$ cat config.mk
export PLATFORM = sky130hd
export DESIGN_NAME = pipe_stage_reg
export DESIGN_NICKNAME = d
export VERILOG_FILES = /design/src/rtl/pipe_pkg.sv /design/src/rtl/pipe_stage_reg_sat_counter.sv /design/src/rtl/pipe_stage_reg.sv
export SDC_FILE = /design/constraint.sdc
export NUM_CORES = 1
export LEC_CHECK = 0
export CAP_MARGIN = 20
export CORE_MARGIN = 2
export CORE_UTILIZATION = 45
export CTS_BUF_LIST = sky130_fd_sc_hd__clkbuf_8
export DETAILED_ROUTE_END_ITERATION = 12
export MAX_ROUTING_LAYER = met4
export PLACE_DENSITY = 0.88
export SYNTH_ARGS = -nofsm -noshare
export SYNTH_HDL_FRONTEND = slang
export SYNTH_HIERARCHICAL = 1
export SYNTH_SLANG_ARGS = --single-unit
$ cat constraint.sdc
create_clock -name clk -period 2.7 [get_ports clk]
set_input_delay 0.27 -clock clk [delete_from_list [all_inputs] [get_ports clk]]
set_output_delay 0.27 -clock clk [all_outputs]
set_load 0.005 [all_outputs]
$ cat src/rtl/pipe_pkg.sv
// Shared definitions for the pipeline stage register: occupancy states and
// the field layout of the 133-bit pipeline payload.
package pipe_pkg;

  localparam int INSTR_W = 32;
  localparam int PC_W    = 32;
  localparam int WREG_W  = 5;
  localparam int DATA_W  = 32;

  // Payload packed MSB-first as {instr, pc, wreg, alu_out, dm_out}.
  localparam int DM_LSB    = 0;
  localparam int ALU_LSB   = DM_LSB + DATA_W;
  localparam int WREG_LSB  = ALU_LSB + DATA_W;
  localparam int PC_LSB    = WREG_LSB + WREG_W;
  localparam int INSTR_LSB = PC_LSB + PC_W;
  localparam int PAYLOAD_W = INSTR_LSB + INSTR_W;

  typedef enum logic [1:0] {
    OCC_EMPTY = 2'd0,
    OCC_ONE   = 2'd1,
    OCC_TWO   = 2'd2
  } occ_state_t;

  typedef struct packed {
    logic [INSTR_W-1:0] instr;
    logic [PC_W-1:0]    pc;
    logic [WREG_W-1:0]  wreg;
    logic [DATA_W-1:0]  alu_out;
    logic [DATA_W-1:0]  dm_out;
  } stage_payload_t;

endpackage

$ cat src/rtl/pipe_stage_reg_sat_counter.sv
// Saturating up-counter; holds at all-ones instead of wrapping.
module sat_counter #(
  parameter int SCNT_W = 16
) (
  input  logic              clk,
  input  logic              reset,
  input  logic              inc,
  output logic [SCNT_W-1:0] count
);

  logic [SCNT_W-1:0] count_reg;

  always_ff @(posedge clk) begin
    if (!reset) begin
      count_reg <= '0;
    end else if (inc && (count_reg != {SCNT_W{1'b1}})) begin
      count_reg <= count_reg + SCNT_W'(1);
    end
  end

  assign count = count_reg;

endmodule

$ cat src/rtl/pipe_stage_reg.sv
// Valid/ready pipeline stage register with flush and a stall counter.
// Define PIPE_STAGE_SKID_EN for the 2-entry skid buffer with registered in_ready.
module pipe_stage_reg
  import pipe_pkg::*;
#(
  parameter int DW              = PAYLOAD_W,
  parameter bit ZERO_ON_INVALID = 1'b1,
  parameter int SCNT_W          = 16
) (
  input  logic              clk,
  input  logic              reset,
  input  logic              in_valid,
  output logic              in_ready,
  input  logic [DW-1:0]     in_data,
  output logic              out_valid,
  input  logic              out_ready,
  output logic [DW-1:0]     out_data,
  input  logic              flush,
  output logic [SCNT_W-1:0] stall_cnt
);

  occ_state_t    state_reg;
  logic          out_valid_reg;
  logic [DW-1:0] out_data_reg;
  logic          in_fire;
  logic          out_fire;

  assign out_valid = out_valid_reg;
  assign out_fire  = out_valid_reg & out_ready;
  assign in_fire   = in_valid & in_ready;

`ifdef PIPE_STAGE_SKID_EN
  logic [DW-1:0] skid_data_reg;
  logic          in_ready_reg;

  // in_ready_reg tracks "not TWO" for the next cycle, so out_ready never
  // reaches in_ready combinationally; reset and flush only gate it.
  assign in_ready = in_ready_reg & ~flush & reset;

  always_ff @(posedge clk) begin
    if (!reset) begin
      state_reg     <= OCC_EMPTY;
      out_valid_reg <= 1'b0;
      out_data_reg  <= '0;
      skid_data_reg <= '0;
      in_ready_reg  <= 1'b1;
    end else if (flush) begin
      state_reg     <= OCC_EMPTY;
      out_valid_reg <= 1'b0;
      in_ready_reg  <= 1'b1;
    end else begin
      case (state_reg)
        OCC_EMPTY: begin
          if (in_fire) begin
            state_reg     <= OCC_ONE;
            out_valid_reg <= 1'b1;
            out_data_reg  <= in_data;
          end
        end
        OCC_ONE: begin
          if (in_fire && out_fire) begin
            out_data_reg <= in_data;
          end else if (in_fire) begin
            state_reg     <= OCC_TWO;
            skid_data_reg <= in_data;
            in_ready_reg  <= 1'b0;
          end else if (out_fire) begin
            state_reg     <= OCC_EMPTY;
            out_valid_reg <= 1'b0;
          end
        end
        OCC_TWO: begin
          if (out_fire) begin
            state_reg    <= OCC_ONE;
            out_data_reg <= skid_data_reg;
            in_ready_reg <= 1'b1;
          end
        end
        default: begin
          state_reg     <= OCC_EMPTY;
          out_valid_reg <= 1'b0;
          in_ready_reg  <= 1'b1;
        end
      endcase
    end
  end
`else
  // Single entry: accept only when the held payload leaves this same cycle.
  assign in_ready = (out_ready | ~out_valid_reg) & ~flush & reset;

  always_ff @(posedge clk) begin
    if (!reset) begin
      state_reg     <= OCC_EMPTY;
      out_valid_reg <= 1'b0;
      out_data_reg  <= '0;
    end else if (flush) begin
      state_reg     <= OCC_EMPTY;
      out_valid_reg <= 1'b0;
    end else begin
      case (state_reg)
        OCC_EMPTY: begin
          if (in_fire) begin
            state_reg     <= OCC_ONE;
            out_valid_reg <= 1'b1;
            out_data_reg  <= in_data;
          end
        end
        OCC_ONE: begin
          if (in_fire) begin
            out_data_reg <= in_data;
          end else if (out_fire) begin
            state_reg     <= OCC_EMPTY;
            out_valid_reg <= 1'b0;
          end
        end
        default: begin
          state_reg     <= OCC_EMPTY;
          out_valid_reg <= 1'b0;
        end
      endcase
    end
  end
`endif

  generate
    if (ZERO_ON_INVALID) begin : g_zero_idle
      assign out_data = out_valid_reg ? out_data_reg : '0;
    end else begin : g_raw_idle
      assign out_data = out_data_reg;
    end
  endgenerate

  sat_counter #(
    .SCNT_W(SCNT_W)
  ) u_stall_cnt (
    .clk  (clk),
    .reset(reset),
    .inc  (out_valid_reg & ~out_ready),
    .count(stall_cnt)
  );

endmodule

==> metrics.cfg <==
[status]
status=complete, no violations

[timing]
period_share=0.898
setup_total_negative_slack_ns=0
fin_ws_ns=0.275
max-slew-margin-rel=0.347
max_freq_mhz=412
hold_viol=0
setup_viol=0
timing.final.max_slew_violations=0
layout_min_cycle_time_ns=2.43
worstMarginPinSlew_ns=0.979
rsz0062_at_grt=false
clock-skew-final_ns=0.00682

[power]
power.internal_mw=3.50
cellLeakagePower_nw=3.66
seq_power_share=0.507
power_per_cell_area_nw_per_um2=452
pwr-share-clk=0.367
p_sw_frac=0.253
ir_worst_vdd_v=0.000519
total_power_mw=4.69
p_switching_mw=1.19
power.share.combinational=0.127

[synthesis]
synth.yosys.seq_area_share=0.422
postSynthCellCount=858
ys_types=40
synth_xor_area_frac=0.00246
synth_top_family_by_area=simple AND/OR/NAND/NOR gates
syn-cell-area_sq_um=7110
synth_most_common_cell=sky130_fd_sc_hd__dfxtp_1
postSynthRegisterBits=150
synth_top_cell_area_share=0.422
synth_compound_area_frac=0.151
yosys.area_share.adder=0.00176
syn_nets=997
number_of_flops_mapped_to_enable_cells_by_yosys=0
synth.area.mux_share=0.00422
synth-async-reset-ratio=0
synth_warnings=6
postSynth.topFlopCell=sky130_fd_sc_hd__dfxtp_1
post_synth.cell_area_avg_sq_um=8.29
synthSimpleGateAreaFrac=0.349
synth.top_cells.by_area=sky130_fd_sc_hd__dfxtp_1 42%, sky130_fd_sc_hd__nand4_1 12%, sky130_fd_sc_hd__and2_1 12%
biggest_area_consumer_among_synthesized_cells=sky130_fd_sc_hd__dfxtp_1
post_synth_most_frequent_cells=150 x sky130_fd_sc_hd__dfxtp_1, 143 x sky130_fd_sc_hd__nand2_1, 136 x sky130_fd_sc_hd__nand4_1

[detailed_routing]
drt_drc_violations_left=0
totalWireLength_microns=21600
routed_via_density=5.51
firstDrtPassIters=5
antenna_left=0
detail_route.wl_per_cell_microns=16.5
drt_iter0_markers=511
num_vias=7216

[clock_network]
clk_pin_slew_worst_paths_ns=0.08
post_cts_sizing_count=0
clk_root_buffer_cell=sky130_fd_sc_hd__clkbuf_8
clk_latency_ns=0.44
postCtsSetupRepairBufs=0
clkSinkCount=150
cts_hold_buffers=0
numCtsBuffers=17
cts-htree-levels=4
cts_tree=built
cts_buffer_depth=2

[global_routing]
grt_pass1_wl_microns=33800
grt_max_degree=135
first_global_vias=6749
antenna_found_initial=0
grt-ovfl-total=0
grt.total_usage=0.255

[place]
preCtsSetupSlack_ns=0.612
port_buffers=288
place_area_sq_um=9960
hpwlAfterDp_microns=13400
finalWeightedCongestion=0.843
placed_instances=1278

[die]
placement_rows=45
die_width_microns=130
floorplan.io_pins=289
die-area_sq_um=16800
floorplan.initialDensity=0.465
chipHeight_microns=130
core_box_area_sq_um=15300

[run]
timing.max_cap.violations=0

[setup_path]
timing.critical_path.fanout_max=62
type_of_origin_of_the_critical_path=flip-flop
timing.critical_path.to_type=output port
endpoint_arrival_time_on_the_critical_path_ns=2.16
timing.setup.critical_path_class=flip-flop to output port
worst_ep_required_time_ns=2.43

[layout]
fin_cells=1310
finalInstanceArea_sq_um=10400
largest_register_ff_count=133
antenna-diode-count=0
fin_nets=1225
fill_cells=1260
drive_above_1_share=0.110
syn_to_final_growth_pct=45.6

[worst_hold_path]
worst_hold_path_type=input port to flip-flop

kinds of logic after synthesis:
group           Yosys count
simple gates            450
compound gates          156
flops                   150
buf+inv                  96
mux                       3
xor+xnor                  2
fa+ha+maj                 1
through the flow:
stage / hold WS, ns / util
2_1_floorplan: 0.403 / -
3_3_place_gp: 0.440 / 0.651
3_5_place_dp: 0.444 / 0.651
4_1_cts: 0.361 / 0.676
5_1_grt: 0.364 / 0.676
6_report: 0.391 / 0.676
placed cells by master, fill, tap and decap left out, types with 6 or more instances in the layout:
cell type and instances:
sky130_fd_sc_hd__clkdlybuf4s50_1 286, sky130_fd_sc_hd__dfxtp_1 149, sky130_fd_sc_hd__nand2_1 143, sky130_fd_sc_hd__nand4_1 136, sky130_fd_sc_hd__and2_1 134, sky130_fd_sc_hd__o21ai_2 70, sky130_fd_sc_hd__o21ai_0 67, sky130_fd_sc_hd__clkbuf_8 19
sky130_fd_sc_hd__a21oi_1 9, sky130_fd_sc_hd__buf_4 8, sky130_fd_sc_hd__inv_1 7, sky130_fd_sc_hd__buf_12 6, sky130_fd_sc_hd__nand3_1 6
worst paths after layout:
kind	from	to	slack, ns	cells after the start
setup reg to reg	out_valid$_SDFFE_PP0P_	u_stall_cnt/count[9]$_SDFFE_PN0P_	0.62	5
hold / removal	in_data[17]	out_data_reg[17]$_SDFFE_PN0P_	0.39	3
hold reg to reg	out_data_reg[121]$_SDFFE_PN0P_	out_data_reg[121]$_SDFFE_PN0P_	0.45	2
setup / recovery	out_valid$_SDFFE_PP0P_	out_data[6]	0.27	3
final cells by class:
type	count	area (sq um)	area share
multi-input cells	612	3630	0.351
repair buffers	300	3040	0.294
flip-flops and latches	150	3000	0.290
well taps	211	264	0.0255
clock buffers	19	262	0.0252
clock inverters	13	133	0.0128
inverters	5	18.8	0.00181
power by group through the flow:
stage	Sequential (mW)	Combinational [mW]	Clock, mW
finish	2.37	0.594	1.72
global route	2.39	0.645	1.86
CTS	2.37	0.596	1.76
detailed placement	2.42	0.591	0
global placement	2.42	0.584	0
floorplan	2.41	0.290	0
critical path, stage by stage, from the launching register on:
cell	delay [ns]
sky130_fd_sc_hd__dfxtp_2	0.68
sky130_fd_sc_hd__buf_12	0.29
sky130_fd_sc_hd__and2_1	0.17
sky130_fd_sc_hd__clkdlybuf4s50_1	0.55
metal layers:
layer / vias up / wire length [microns] / GRT usage
li1: 3463 / - / -
met1: 3414 / 8880 / 0.320
met2: 287 / 10500 / 0.398
met3: 52 / 1390 / 0.0484
met4: 0 / 822 / 0.118
met5: - / 0 / -
Power figures use the tool's default switching activity.
